<file path="config.mk">
export PLATFORM = sky130hd
export DESIGN_NAME = multiphase_clk_gen_flat
export DESIGN_NICKNAME = d
export VERILOG_FILES = /design/src/rtl/multiphase_clk_gen_if.sv /design/src/rtl/multiphase_clk_gen.sv /design/src/flat_wrapper.sv
export SDC_FILE = /design/constraint.sdc
export NUM_CORES = 1
export LEC_CHECK = 0
export BUFFER_PORTS_ARGS = -buffer_cell sky130_fd_sc_hd__buf_2
export CAP_MARGIN = 25
export CORE_ASPECT_RATIO = 1.5
export CORE_UTILIZATION = 55
export DETAILED_ROUTE_END_ITERATION = 6
export GPL_ROUTABILITY_DRIVEN = 0
export GPL_TIMING_DRIVEN = 0
export PLACE_DENSITY = 0.77
export SYNTH_ARGS = -nofsm -noshare
export SYNTH_HDL_FRONTEND = slang
export SYNTH_SLANG_ARGS = --single-unit
</file>
<file path="constraint.sdc">
create_clock -name clock -period 3.8 [get_ports clock]
set_clock_uncertainty 0.1 [all_clocks]
set_input_delay 0.57 -clock clock [delete_from_list [all_inputs] [get_ports clock]]
set_output_delay 0.57 -clock clock [all_outputs]
set_load 0.02 [all_outputs]
</file>
<file path="src/rtl/multiphase_clk_gen_if.sv">
// Configuration handshake bundle for the multiphase clock generator.
interface multiphase_clk_gen_if #(
  parameter int CNT_W = 8
);
  logic             cfg_valid;
  logic             cfg_ready;
  logic [CNT_W-1:0] cfg_half;
  logic [CNT_W-1:0] cfg_step;
  logic             cfg_err;

  modport master (output cfg_valid, cfg_half, cfg_step, input cfg_ready, cfg_err);
  modport slave  (input cfg_valid, cfg_half, cfg_step, output cfg_ready, cfg_err);
endinterface

</file>
<file path="src/rtl/multiphase_clk_gen.sv">
// Multiphase clock generator: PHASES square waves of period 2H, phase k delayed k*S cycles.
// New half-period/step settings are staged and only take effect at a period boundary.
//
// state | meaning
// IDLE  | outputs low, counter parked; a pending config is applied on any edge
// RUN   | counter sweeps 0..H-1 twice per period; exits only at a period boundary
module multiphase_clk_gen #(
  parameter int PHASES   = 10,
  parameter int CNT_W    = 8,
  parameter int DEF_HALF = 10,
  parameter int DEF_STEP = 1
) (
  input  logic                  clock,
  input  logic                  reset,
  input  logic                  enable,
  multiphase_clk_gen_if.slave   cfg,
  output logic [PHASES-1:0]     clk_out,
  output logic                  period_start,
  output logic                  running
);

  localparam int PW = $clog2(PHASES);
  localparam int EW = CNT_W + PW;

  typedef enum logic {IDLE = 1'b0, RUN = 1'b1} state_t;

  state_t             state;
  logic [CNT_W-1:0]   counter;
  logic               half_flag;
  logic [CNT_W-1:0]   half_r;
  logic [CNT_W-1:0]   step_r;
  logic [CNT_W-1:0]   pend_half;
  logic [CNT_W-1:0]   pend_step;
  logic               pending;
  logic               err_r;

  logic [EW-1:0]      span;
  logic               legal;
  logic               take;
  logic               boundary;
  logic               wrap;
  logic [PHASES-1:0]  toggle;

  // Span of the last phase is computed wide so large steps cannot alias into range.
  assign span     = EW'(PHASES - 1) * EW'(cfg.cfg_step);
  assign legal    = (cfg.cfg_half >= CNT_W'(2)) && (cfg.cfg_step != '0) &&
                    (span < EW'(cfg.cfg_half));
  assign take     = cfg.cfg_valid && !pending;
  assign wrap     = (counter == half_r - CNT_W'(1));
  assign boundary = wrap && half_flag;

  always_comb begin
    toggle = '0;
    for (int k = 0; k < PHASES; k++) begin
      toggle[k] = (EW'(counter) == EW'(k) * EW'(step_r));
    end
  end

  assign cfg.cfg_ready = !pending;
  assign cfg.cfg_err   = err_r;

  always_ff @(posedge clock) begin
    if (!reset) begin
      state        <= IDLE;
      counter      <= '0;
      half_flag    <= 1'b0;
      clk_out      <= '0;
      period_start <= 1'b0;
      running      <= 1'b0;
      err_r        <= 1'b0;
      pending      <= 1'b0;
      pend_half    <= '0;
      pend_step    <= '0;
      half_r       <= CNT_W'(DEF_HALF);
      step_r       <= CNT_W'(DEF_STEP);
    end else begin
      err_r        <= take && !legal;
      period_start <= 1'b0;
      if (take && legal) begin
        pending   <= 1'b1;
        pend_half <= cfg.cfg_half;
        pend_step <= cfg.cfg_step;
      end
      case (state)
        IDLE: begin
          counter   <= '0;
          half_flag <= 1'b0;
          clk_out   <= '0;
          if (pending) begin
            half_r  <= pend_half;
            step_r  <= pend_step;
            pending <= 1'b0;
          end
          if (enable) begin
            state   <= RUN;
            running <= 1'b1;
          end
        end
        RUN: begin
          period_start <= (counter == '0) && !half_flag;
          if (wrap) begin
            counter   <= '0;
            half_flag <= ~half_flag;
          end else begin
            counter <= counter + CNT_W'(1);
          end
          if (boundary) begin
            // Every phase has already fallen by here; clearing keeps the next period clean.
            clk_out <= '0;
            if (pending) begin
              half_r  <= pend_half;
              step_r  <= pend_step;
              pending <= 1'b0;
            end
            if (!enable) begin
              state   <= IDLE;
              running <= 1'b0;
            end
          end else begin
            clk_out <= clk_out ^ toggle;
          end
        end
        default: state <= IDLE;
      endcase
    end
  end

endmodule

</file>
<file path="src/flat_wrapper.sv">
// flat-port wrapper written by rule: the top's interface ports become plain ports
module multiphase_clk_gen_flat 
#(
  parameter int PHASES   = 10,
  parameter int CNT_W    = 8,
  parameter int DEF_HALF = 10,
  parameter int DEF_STEP = 1
)
  (clock, reset, enable, clk_out, period_start, running, cfg_cfg_valid, cfg_cfg_half, cfg_cfg_step, cfg_cfg_ready, cfg_cfg_err);
  multiphase_clk_gen_if #(.CNT_W(CNT_W)) cfg_i ();
  input  logic clock;
  input  logic reset;
  input  logic enable;
  output logic [PHASES-1:0] clk_out;
  output logic period_start;
  output logic running;
  input wire logic [$bits(cfg_i.cfg_valid)-1:0] cfg_cfg_valid;
  input wire logic [$bits(cfg_i.cfg_half)-1:0] cfg_cfg_half;
  input wire logic [$bits(cfg_i.cfg_step)-1:0] cfg_cfg_step;
  output wire logic [$bits(cfg_i.cfg_ready)-1:0] cfg_cfg_ready;
  output wire logic [$bits(cfg_i.cfg_err)-1:0] cfg_cfg_err;
  assign cfg_i.cfg_valid = cfg_cfg_valid;
  assign cfg_i.cfg_half = cfg_cfg_half;
  assign cfg_i.cfg_step = cfg_cfg_step;
  assign cfg_cfg_ready = cfg_i.cfg_ready;
  assign cfg_cfg_err = cfg_i.cfg_err;
  multiphase_clk_gen #(.PHASES(PHASES), .CNT_W(CNT_W), .DEF_HALF(DEF_HALF), .DEF_STEP(DEF_STEP)) u_core (.clock(clock), .reset(reset), .enable(enable), .cfg(cfg_i), .clk_out(clk_out), .period_start(period_start), .running(running));
endmodule
</file>
==> report_table.html <==
<table>
<tr><th>Metric</th><th>Value</th></tr>
<tr><th colspan="2">Floorplan</th></tr>
<tr><td>Std cell rows</td><td>42</td></tr>
<tr><td>Effective utilization at floorplan</td><td>56.8%</td></tr>
<tr><td>DIE WIDTH</td><td>80.2 um</td></tr>
<tr><td>Die H</td><td>119 um</td></tr>
<tr><td>I/O pin total</td><td>34</td></tr>
<tr><td>Die Footprint</td><td>0.00957 mm2</td></tr>
<tr><td>Core box area</td><td>0.00888 mm2</td></tr>
<tr><th colspan="2">Yosys</th></tr>
<tr><td>Distinct cell type count after synthesis</td><td>69</td></tr>
<tr><td>Share of synthesized cell area in and, or, nand and nor gates</td><td>18.6%</td></tr>
<tr><td>Mean instance size in the synthesized netlist</td><td>8.69 um2</td></tr>
<tr><td>Fraction of the yosys area taken by sequential cells</td><td>22.2%</td></tr>
<tr><td>Net count of the mapped netlist</td><td>672</td></tr>
<tr><td>Count of flip-flops with a built-in enable after synthesis</td><td>0</td></tr>
<tr><td>Fraction of the mapped netlist area in compound gates</td><td>15.4%</td></tr>
<tr><td>Post-Synthesis Cells</td><td>581</td></tr>
<tr><td>Synthesized-area fraction occupied by xor and xnor cells</td><td>16.8%</td></tr>
<tr><td>Synth Area in Adders</td><td>19.4%</td></tr>
<tr><td>Synthesis warning total</td><td>0</td></tr>
<tr><td>Largest family of logic cells by synthesized area</td><td>adder cells</td></tr>
<tr><td>FF+latch count, synth</td><td>56</td></tr>
<tr><td>Post-synthesis instance area</td><td>0.00505 mm2</td></tr>
<tr><td>Multiplexer share of the synthesized area</td><td>1.21%</td></tr>
<tr><td>Most instantiated flip-flop cell in the synthesis netlist</td><td>dfxtp_1</td></tr>
<tr><td>Fraction of registers with async set or reset after synthesis</td><td>0%</td></tr>
<tr><th colspan="2">STA</th></tr>
<tr><td>Worst slew slack as a fraction of its limit</td><td>52.4%</td></tr>
<tr><td>Post-route setup TNS</td><td>0 ns</td></tr>
<tr><td>Hold Violations, Final</td><td>0</td></tr>
<tr><td>Highest achievable clock rate</td><td>0.295 GHz</td></tr>
<tr><td>Actual slew at the worst max-slew pin</td><td>0.713 ns</td></tr>
<tr><td>RSZ-0062 raised after global routing</td><td>false</td></tr>
<tr><td># setup viols final</td><td>0</td></tr>
<tr><td>Worst hold slack</td><td>0.374 ns</td></tr>
<tr><td>Minimum clock period</td><td>3.38 ns</td></tr>
<tr><td>Number of pins with negative max-slew slack in the final report</td><td>0</td></tr>
<tr><td>Final worst path period share</td><td>89.1%</td></tr>
<tr><th colspan="2">CTS</th></tr>
<tr><td>Setup fix buffers added after clock tree synthesis</td><td>0</td></tr>
<tr><td># resized after CTS</td><td>0</td></tr>
<tr><td># clock sinks</td><td>56</td></tr>
<tr><td>Clock slew seen by the registers of the worst setup and hold paths</td><td>0.08 ns</td></tr>
<tr><td>CTS H-tree lvls</td><td>2</td></tr>
<tr><td>Clock latency on the worst-skew pair</td><td>0.30 ns</td></tr>
<tr><td>Maximum buffer depth of the clock tree</td><td>2</td></tr>
<tr><td>CTS tree</td><td>yes</td></tr>
<tr><td>CTS Root Cell</td><td>clkbuf_16</td></tr>
<tr><td>Number of buffers added by the clock tree synthesis step</td><td>5</td></tr>
<tr><td>Post-cts hold buffer count</td><td>0</td></tr>
<tr><th colspan="2">Worst hold path</th></tr>
<tr><td>Hold wc startpoint</td><td>u_core.pend_step[0]</td></tr>
<tr><td>Path type of the worst min-delay path</td><td>register to register</td></tr>
<tr><th colspan="2">Power and ir drop</th></tr>
<tr><td>Leakage component of the power</td><td>2.53 nW</td></tr>
<tr><td>Peak supply drop</td><td>0.000202 V</td></tr>
<tr><td>Power per unit of standard cell area</td><td>242 mW/mm2</td></tr>
<tr><th colspan="2">Final layout</th></tr>
<tr><td>Top library cells by usage in the layout, fill and taps aside</td><td>ha_1 (59), xnor2_1 (57), dfxtp_1 (56)</td></tr>
<tr><td>Area added between synthesis and finish</td><td>9.52%</td></tr>
<tr><td>Commonest non-fill, non-tap cell in the layout</td><td>ha_1</td></tr>
<tr><td>Net count reported at finish</td><td>711</td></tr>
<tr><td>Diodes inserted</td><td>0</td></tr>
<tr><td>Share of post-route cells with drive strength above 1</td><td>12.6%</td></tr>
<tr><th colspan="2">Detailed routing</th></tr>
<tr><td>Per-cell routed wire length</td><td>17.9 um</td></tr>
<tr><td>Vias/cell</td><td>6.07</td></tr>
<tr><td>Drt drc</td><td>0</td></tr>
<tr><td>Final wirelength</td><td>13,100 um</td></tr>
<tr><td>Initial drt markers</td><td>270</td></tr>
<tr><td>Antenna-violating nets left</td><td>0</td></tr>
<tr><td>Count of TritonRoute iterations in the first routing pass</td><td>4</td></tr>
<tr><td>Routed vias</td><td>4,440</td></tr>
<tr><th colspan="2">GRT</th></tr>
<tr><td>Global routing usage summed across all routing layers</td><td>29.3%</td></tr>
<tr><td>Overflow left after global routing</td><td>0</td></tr>
<tr><td>Global-route wire length before repair</td><td>21,400 um</td></tr>
<tr><td>Maximum number of pins on one net before global-route repair</td><td>17</td></tr>
<tr><td>Initial antenna violation count</td><td>0</td></tr>
<tr><td>Via count of the first global-routing pass</td><td>4,557</td></tr>
<tr><th colspan="2">Setup path</th></tr>
<tr><td>Top cell family by delay on the critical path</td><td>adder cells</td></tr>
<tr><td>Crit Path Max Fanout</td><td>13</td></tr>
<tr><td>Critical Path Sink Type</td><td>register</td></tr>
<tr><td>Origin of the critical flop-to-flop path</td><td>u_core.step_r[5]</td></tr>
<tr><td>Setup crit start kind</td><td>register</td></tr>
<tr><td>Buf/Inv on CP</td><td>1</td></tr>
<tr><td>Slowest CP cell</td><td>dfxtp_1</td></tr>
<tr><td>Critical Path, Cell by Cell</td><td>fa_1, ha_1, clkbuf_1, and3_1, a221oi_1, a2bb2oi_1, o311ai_0, nor3_1, xnor2_1, nor2_1</td></tr>
<tr><td>Critical Path AT</td><td>3.49 ns</td></tr>
<tr><td>Path type of the worst setup path</td><td>register to register</td></tr>
<tr><td>Worst Setup SP</td><td>u_core.step_r[5]</td></tr>
<tr><td>Slowest Stage Delay on Critical Path</td><td>0.79 ns</td></tr>
<tr><td>Required time of the critical path</td><td>3.90 ns</td></tr>
<tr><th colspan="2">Place</th></tr>
<tr><td>Estimated wirelength of the detail-placed design</td><td>10,200 um</td></tr>
<tr><td>IO Port Bufs</td><td>32</td></tr>
<tr><th colspan="2">Run</th></tr>
<tr><td>Number of maximum-capacitance violations</td><td>0</td></tr>
<tr><th colspan="2">Outcome</th></tr>
<tr><td>Status</td><td>finished, final reports clean</td></tr>
</table>
-- area by class of cell --
class                      instances  area (um2)
multi-input combinational        453        3610
fill                             748        3350
sequential                        56        1120
buffer                            40         199
timing repair buffer              32         160
clock buffer                       7         153
tap                              110         138
inverter                          32         120
clock inverter                     1        30.0
-- metrics by stage --
step / util (%) / worst slack [ns] / instance area, um2 / cells / power, mW
floorplan: - / 0.721 / 5050 / 581 / 0.723
global placement: 60.2 / 0.239 / 5340 / 723 / 0.769
detailed placement: 60.2 / 0.156 / 5340 / 723 / 0.776
CTS: 62.2 / 0.438 / 5530 / 731 / 1.34
global route: 62.2 / 0.241 / 5530 / 731 / 1.38
finish: 62.2 / 0.416 / 5530 / 731 / 1.34
-- final timing paths --
kind / cells after the start / to / slack [ns]
hold reg to reg: 2 / u_core.pend_step[0] / 0.37
setup / recovery: 10 / u_core.clk_out[7] / 0.42
setup reg to reg: 10 / u_core.clk_out[7] / 0.42
hold / removal: 2 / u_core.pend_step[0] / 0.37
-- state kept, by name, indices dropped and copies added, names as in the netlist, 8 cells and up --
| name | count |
|---|---|
| u_core.half_r | 8 |
| u_core.pend_step | 8 |
| u_core.step_r | 8 |
| u_core.clk_out | 10 |
| u_core.pend_half | 8 |
| u_core.counter | 8 |
-- tightest hold or removal path, delay by kind of cell, from the launching register on --
| family | cells | cell delay (ns) |
|---|---|---|
| and+or+nand+nor | 1 | 0.05 |
| DFF | 1 | 0.31 |
| AOI/OAI and AO/OA | 1 | 0.06 |
-- layer usage --
metal / vias to the layer above / global-route usage (%) / wire (um)
met2: 155 / 54.2 / 7110
met1: 2096 / 29.3 / 4720
met4: 0 / 20.3 / 702
met3: 49 / 3.45 / 534
met5: - / 0 / 0
li1: 2140 / - / -
-- cell usage after synthesis (7+ instances only) --
master    number  area share, %
xnor2_1       57            9.9
nor4_1        11            1.4
fa_1          12            4.8
nand4_1        7           0.87
xor2_1        32            5.6
a21o_1        12            1.8
nand3_1       40            4.0
o31ai_1       14            2.1
inv_1         32            2.4
nand2_1       30            2.2
dfxtp_1       56             22
clkbuf_1      18            1.3
and3_1         7           0.87
buf_2         11            1.1
a21oi_1       21            2.1
o21ai_0       22            2.2
nor2_1        32            2.4
nor3_1        12            1.2
ha_1          59             15
-- power breakdown --
group	leakage [nW]	total, mW	internal [mW]	switching (mW)
clock network	0.0901	0.576	0.348	0.228
logic	1.99	0.160	0.0630	0.0966
registers	0.453	0.604	0.596	0.00785
total	2.53	1.34	1.01	0.332
-- kinds of logic after synthesis --
| logic type | after synthesis |
|---|---|
| xor gates and xnor gates | 92 |
| and+or+nand+nor | 173 |
| buffers and inverters | 72 |
| adders and majority gates | 71 |
| AOI/OAI and AO/OA | 111 |
| DFF | 56 |
| muxes | 6 |
(Power assumes the default switching activity.)
